## src/rtl/aes_pkg.sv

```systemverilog
// Shared AES-128 types and primitives for the iterative round controller:
// state/key types, FSM encoding, round-constant table and a computed S-box.
package aes_pkg;

  typedef logic [127:0] state_t;
  typedef logic [127:0] key_t;

  typedef enum logic [1:0] {
    IDLE  = 2'd0,
    ROUND = 2'd1,
    DONE  = 2'd2
  } fsm_e;

  // Round constants for rounds 1..10; any other index yields zero.
  function automatic logic [7:0] rcon(input logic [3:0] idx);
    logic [7:0] rc;
    case (idx)
      4'd1:    rc = 8'h01;
      4'd2:    rc = 8'h02;
      4'd3:    rc = 8'h04;
      4'd4:    rc = 8'h08;
      4'd5:    rc = 8'h10;
      4'd6:    rc = 8'h20;
      4'd7:    rc = 8'h40;
      4'd8:    rc = 8'h80;
      4'd9:    rc = 8'h1b;
      4'd10:   rc = 8'h36;
      default: rc = 8'h00;
    endcase
    return rc;
  endfunction

  function automatic logic [7:0] gf_mul(input logic [7:0] a, input logic [7:0] b);
    logic [7:0] p;
    logic [7:0] aa;
    p  = 8'h00;
    aa = a;
    for (int i = 0; i < 8; i++) begin
      if (b[i]) p = p ^ aa;
      aa = {aa[6:0], 1'b0} ^ (aa[7] ? 8'h1b : 8'h00);
    end
    return p;
  endfunction

  // Multiplicative inverse as x^254 (zero maps to zero), then the affine map.
  function automatic logic [7:0] sbox(input logic [7:0] x);
    logic [7:0] p;
    logic [7:0] r;
    p = x;
    r = 8'h01;
    for (int i = 1; i < 8; i++) begin
      p = gf_mul(p, p);
      r = gf_mul(r, p);
    end
    return r ^ {r[6:0], r[7]} ^ {r[5:0], r[7:6]} ^ {r[4:0], r[7:5]} ^
           {r[3:0], r[7:4]} ^ 8'h63;
  endfunction

endpackage

```

## src/rtl/aes_key_step.sv

```systemverilog
// Combinational AES-128 key-schedule step: derives the next round key from
// the current one and that round's constant.
module aes_key_step
  import aes_pkg::*;
(
  input  key_t       key_i,
  input  logic [7:0] rcon_i,
  output key_t       key_o
);

  logic [31:0] w0, w1, w2, w3;
  logic [31:0] rot, sub;
  logic [31:0] w4, w5, w6, w7;

  assign w0 = key_i[127:96];
  assign w1 = key_i[95:64];
  assign w2 = key_i[63:32];
  assign w3 = key_i[31:0];

  assign rot = {w3[23:0], w3[31:24]};
  assign sub = {sbox(rot[31:24]), sbox(rot[23:16]), sbox(rot[15:8]), sbox(rot[7:0])};

  assign w4 = w0 ^ sub ^ {rcon_i, 24'h000000};
  assign w5 = w1 ^ w4;
  assign w6 = w2 ^ w5;
  assign w7 = w3 ^ w6;

  assign key_o = {w4, w5, w6, w7};

endmodule

```

## src/rtl/aes_round_ctrl.sv

```systemverilog
// Iterative AES-128 encryption sequencer: accepts a block, performs the
// initial AddRoundKey, drives an external round datapath ten times with
// on-the-fly round keys, then presents the ciphertext.
module aes_round_ctrl
  import aes_pkg::*;
#(
  parameter int ROUND_LAT = 1,
  parameter int NROUNDS   = 10
) (
  input  logic         clk,
  input  logic         rst_n,
  input  logic         in_valid,
  output logic         in_ready,
  input  logic [127:0] in_data,
  input  logic [127:0] in_key,
  output logic         out_valid,
  input  logic         out_ready,
  output logic [127:0] out_data,
  output logic [127:0] rnd_data,
  output logic [127:0] rnd_key,
  output logic         rnd_final,
  output logic         rnd_start,
  input  logic [127:0] rnd_result,
  output logic         busy,
  output logic [3:0]   round_cnt
);

  localparam int              WCW      = (ROUND_LAT < 2) ? 1 : $clog2(ROUND_LAT + 1);
  localparam logic [WCW-1:0]  WLAST    = WCW'(ROUND_LAT);
  localparam logic [3:0]      LAST_RND = 4'(NROUNDS);

  fsm_e           state_q, state_d;
  state_t         data_q,  data_d;
  key_t           key_q,   key_d;
  logic [3:0]     rc_q,    rc_d;
  logic [WCW-1:0] wcnt_q,  wcnt_d;

  key_t       key_src;
  key_t       key_next;
  logic [7:0] rcon_sel;

  // A single key-step unit serves both the accept cycle (from the cipher key)
  // and every round transition (from the held round key).
  always_comb begin
    key_src  = key_q;
    rcon_sel = rcon(rc_q + 4'd1);
    if (state_q == IDLE) begin
      key_src  = in_key;
      rcon_sel = rcon(4'd1);
    end
  end

  aes_key_step u_key_step (
    .key_i  (key_src),
    .rcon_i (rcon_sel),
    .key_o  (key_next)
  );

  always_comb begin
    // NOTE: every next-state signal takes its hold value first so no path
    // through the case below can leave one unassigned and infer a latch.
    state_d = state_q;
    data_d  = data_q;
    key_d   = key_q;
    rc_d    = rc_q;
    wcnt_d  = wcnt_q;
    case (state_q)
      IDLE: begin
        if (in_valid && in_ready) begin
          data_d  = in_data ^ in_key;
          key_d   = key_next;
          rc_d    = 4'd1;
          wcnt_d  = '0;
          state_d = ROUND;
        end
      end
      ROUND: begin
        if (wcnt_q == WLAST) begin
          data_d = rnd_result;
          wcnt_d = '0;
          if (rc_q == LAST_RND) begin
            state_d = DONE;
          end else begin
            key_d = key_next;
            rc_d  = rc_q + 4'd1;
          end
        end else begin
          wcnt_d = wcnt_q + WCW'(1);
        end
      end
      DONE: begin
        if (out_ready) begin
          state_d = IDLE;
          rc_d    = 4'd0;
        end
      end
      default: state_d = IDLE;
    endcase
  end

  // NOTE: state registers use non-blocking assignments so every flop samples
  // its _d value from before this edge, independent of statement order.
  always_ff @(posedge clk or negedge rst_n) begin
    if (!rst_n) begin
      state_q <= IDLE;
      data_q  <= '0;
      key_q   <= '0;
      rc_q    <= 4'd0;
      wcnt_q  <= '0;
    end else begin
      state_q <= state_d;
      data_q  <= data_d;
      key_q   <= key_d;
      rc_q    <= rc_d;
      wcnt_q  <= wcnt_d;
    end
  end

  // Gating with rst_n keeps the host from seeing a ready controller while
  // it is still held in reset.
  assign in_ready  = rst_n && (state_q == IDLE);
  assign out_valid = (state_q == DONE);
  assign out_data  = data_q;
  assign rnd_data  = data_q;
  assign rnd_key   = key_q;
  assign rnd_final = (state_q == ROUND) && (rc_q == LAST_RND);
  assign rnd_start = (state_q == ROUND) && (wcnt_q == '0);
  assign busy      = (state_q == ROUND) || (state_q == DONE);
  assign round_cnt = rc_q;

endmodule
```

## config.mk

```make
export PLATFORM = sky130hd
export DESIGN_NAME = aes_round_ctrl
export DESIGN_NICKNAME = d
export VERILOG_FILES = /design/src/rtl/aes_pkg.sv /design/src/rtl/aes_key_step.sv /design/src/rtl/aes_round_ctrl.sv
export SDC_FILE = /design/constraint.sdc
export NUM_CORES = 2
export LEC_CHECK = 0
export BUFFER_PORTS_ARGS = -buffer_cell sky130_fd_sc_hd__buf_2
export CAP_MARGIN = 20
export CORE_ASPECT_RATIO = 0.7
export CORE_UTILIZATION = 45
export DETAILED_ROUTE_END_ITERATION = 6
export PLACE_DENSITY = 0.75
export RECOVER_POWER = 25
export SYNTH_ARGS = -nofsm -noshare
export SYNTH_HDL_FRONTEND = slang
export SYNTH_HIERARCHICAL = 1
export SYNTH_SLANG_ARGS = --single-unit
```

## constraint.sdc

```tcl
create_clock -name clk -period 15.5 [get_ports clk]
set_input_delay 4.65 -clock clk [delete_from_list [all_inputs] [get_ports clk]]
set_output_delay 4.65 -clock clk [all_outputs]
set_load 0.01 [all_outputs]
```

==> flow_metrics.py <==
metrics = {
    "yosys": {
        "async_reset_ff_share_pct": 100.0,
        "synth-edff-count": 0,
        "synth.avg_cell_area_um2": 7.957,
        "muxShareOfSynthArea_pct": 7.787,
        "yosys_warnings": 6,
        "synth_cell_types": 111,
        "syn-num-nets": 9355,
        "synth.cell_area_um2": 71120,
        "synth_xor_area_share_pct": 44.72,
        "synth-simple-area-share_pct": 16.55,
        "ys_seq_area_share_pct": 9.254,
        "ys.flop_type": "dfrtp_1",
        "synth_compound_area_share_pct": 15.66,
        "synth_seq_cells": 263,
        "synth_cells": 8938,
        "synthAdderAreaFrac_pct": 0.5243,
        "synth_top_family_by_area": "XOR/XNOR gates",
    },
    "floorplanning": {
        "core-area_um2": 156200,
        "rows": 121,
        "ios": 781,
        "die_h_um": 334.6,
        "start_util_pct": 45.52,
        "die_w_um": 477.2,
        "die-area_um2": 159700,
    },
    "global_route": {
        "antenna_found_initial": 45,
        "track_usage_pct": 39.52,
        "grt-ovfl-total": 0,
        "grt_max_degree": 175,
        "grt_pass1_vias": 75400,
        "grt_pass1_wl_um": 484300,
    },
    "drt": {
        "initialDrtViolationCount": 9321,
        "ant_nets": 0,
        "vias": 80040,
        "finalWirelength_um": 332700,
        "dr.pass1.iters": 7,
        "avgViaCountPerCell": 5.705,
        "avgRoutedWirePerCell_um": 23.71,
        "drcViolationCount": 6,
    },
    "worst_hold_path": {
        "worstHoldStart": "out_data[82]",
        "hold_class": "reg -> reg",
        "min_path_cells": 2,
        "min_to": "out_data[82]",
    },
    "layout": {
        "drive_gt1_share_pct": 42.46,
        "multi_input_area_um2": 68700,
        "final_cell_mix": "buf_4, xnor2_1, nor2_1, nand2_1, buf_2",
        "n_fill_cell": 12590,
        "area_growth_pct": 49.52,
        "final_common_cell": "buf_4",
        "regArea_um2": 6581,
        "fin_cells": 14030,
        "final_area_um2": 106300,
        "nNetsFinal": 12300,
    },
    "outcome": {
        "violations": "design-rule violations, max-capacitance violations, max-slew violations, negative setup slack",
        "run_status": "complete, but fails checks",
    },
    "worst_setup_path": {
        "endpoint_kind": "flip-flop",
        "worst_path_most_repeated_cell": "buf_4",
        "crit_type": "in -> reg",
        "max_stage_delay_ns": 0.60,
        "worstSetupStartpointType": "input pin",
        "worstReg2RegStart": "state_q[0]",
        "worstPathRequired_ns": 16.02,
        "reg2regPathDepth": 67,
        "r2r_end": "rnd_key[13]",
        "slowest_stage": "xnor3_2",
        "arrival_ns": 18.41,
        "r2r_slack_ns": -0.12,
        "cp_max_fo": 8,
    },
    "sta": {
        "finalSetupViolations": 128,
        "rsz0062_at_grt": "yes",
        "fin_worst_skew_ns": 0.03021,
        "holdWs_ns": 0.5034,
        "setup_ws_ns": -2.392,
        "worst_pin_slew_ns": 3.879,
        "max_freq_mhz": 55.89,
        "finalMaxSlewViolations": 190,
        "hold_viol": 0,
        "period_share_pct": 115.4,
        "slew_headroom_pct": -158.6,
        "fin_crit_ns": 17.89,
    },
    "clock_tree": {
        "clk_path_buf_depth": 3,
        "cts_buffers": 37,
        "tritoncts": "done",
        "postCtsHoldBufs": 0,
        "clock-sinks": 263,
        "clockRootBuffer": "clkbuf_16",
        "clk_transition_reported_paths_ns": 0.06,
        "insertion_delay_ns": 0.65,
        "cts.htree.levels": 2,
    },
    "placement": {
        "dpl.cell_count": 13580,
        "gp_congestion": 1.056,
        "dpl.hpwl_um": 264700,
        "io_buffers": 780,
        "placed_area_um2": 97080,
    },
    "flow_run": {
        "maxCapViolations": 3,
    },
}
==> state kept, by name, indices dropped and copies added, names as in the netlist <==
| name | flops |
|---|---|
| rnd_key | 128 |
| round_cnt | 4 |
| out_data | 128 |
| state_q | 2 |
| wcnt_q | 1 |
==> cell families after synthesis <==
family | after synthesis
flip-flops | 263
buffers and inverters | 818
adder cells (fa/ha/maj) | 30
XOR/XNOR | 2780
AND/OR/NAND/NOR | 2758
AO/OA/AOI/OAI | 1778
multiplexers | 511
==> timing repair <==
item / CTS / global route
endpoints found under the setup margin: 128 / 128
buffers inserted: 263 / 103
gates cloned: 1 / 1
resized for setup: 612 / 326
pin swaps: 264 / 184
==> worst max path at each step <==
stage	cells after the start	from	slack (ns)	endpoint
2_1_floorplan	59	in_key[16]	-2.24	rnd_key[62]
3_3_place_gp	56	in_key[16]	-3.07	rnd_key[94]
3_5_place_dp	59	in_key[16]	-3.24	rnd_key[88]
4_1_cts	59	in_key[16]	-1.91	rnd_key[62]
5_1_grt	62	in_key[7]	-2.69	rnd_key[15]
6_report	65	in_key[7]	-2.39	rnd_key[13]
==> synthesized netlist by cell type (18+ instances only) <==
cell	number	area share [%]
a31oi_1	67	0.59
o211ai_1	55	0.58
dfrtp_1	263	9.3
a22oi_1	67	0.71
xor2_1	472	5.8
a211oi_1	80	0.84
buf_4	153	1.6
or3_1	40	0.35
and3_1	42	0.37
and2_1	28	0.25
or2_2	18	0.16
buf_2	145	1.0
nand4_1	18	0.16
xor3_1	50	1.7
nand2b_1	63	0.55
xnor2_2	66	1.5
nor2b_1	54	0.48
nand3_1	151	1.1
xnor2_1	1734	21
inv_1	82	0.43
a221oi_1	19	0.23
nor3_1	209	1.5
o21ai_1	63	0.44
xor2_2	29	0.66
mux2_2	185	2.9
o22ai_1	107	0.94
mux2i_1	200	2.8
clkbuf_1	364	1.9
a21oi_1	563	4.0
a311oi_1	20	0.25
ha_1	29	0.51
mux2_1	123	1.9
a211o_1	23	0.28
xnor3_1	397	13
nand2_1	814	4.3
o32ai_1	18	0.22
o221ai_1	24	0.30
o21ai_0	396	2.8
a21o_1	24	0.25
buf_1	37	0.20
o31ai_1	27	0.28
nor2_1	1237	6.5
==> worst max-delay path, delay by kind of cell <==
kind	cells	cell delay (ns)
buf+inv	16	2.29
simple gates	8	1.07
compound gates	7	1.49
mux	5	1.07
fa+ha+maj	3	0.76
xor+xnor	26	7.01
==> cell type report <==
type	count	share of cell area, %
flip-flops and latches	263	6.189
multi-input cells	7858	64.60
repair buffers	3616	25.12
clock inverters	18	0.1612
inverters	107	0.4001
well taps	2091	2.460
diodes	28	0.06589
clock buffers	49	0.9978
==> routing by layer <==
metal / global-route usage, % / up-vias / wire length, um
met5: 0.5102 / - / 184
met4: 17.64 / 14 / 16560
met3: 9.756 / 506 / 37850
met2: 54.69 / 4326 / 133500
met1: 57.18 / 38740 / 144600
li1: - / 36450 / -
==> through the flow <==
step	setup slack, ns	util, %	setup TNS, ns
floorplan	-2.237	-	-223.32
global placement	-3.072	62.14	-340.12
detailed placement	-3.240	62.14	-360.52
CTS	-1.910	66.43	-201.06
global route	-2.688	68.05	-305.09
finish	-2.392	68.06	-257.86
Power is not shown: default switching activity piles up to over one toggle a cycle in this logic, so the estimate is an artifact.
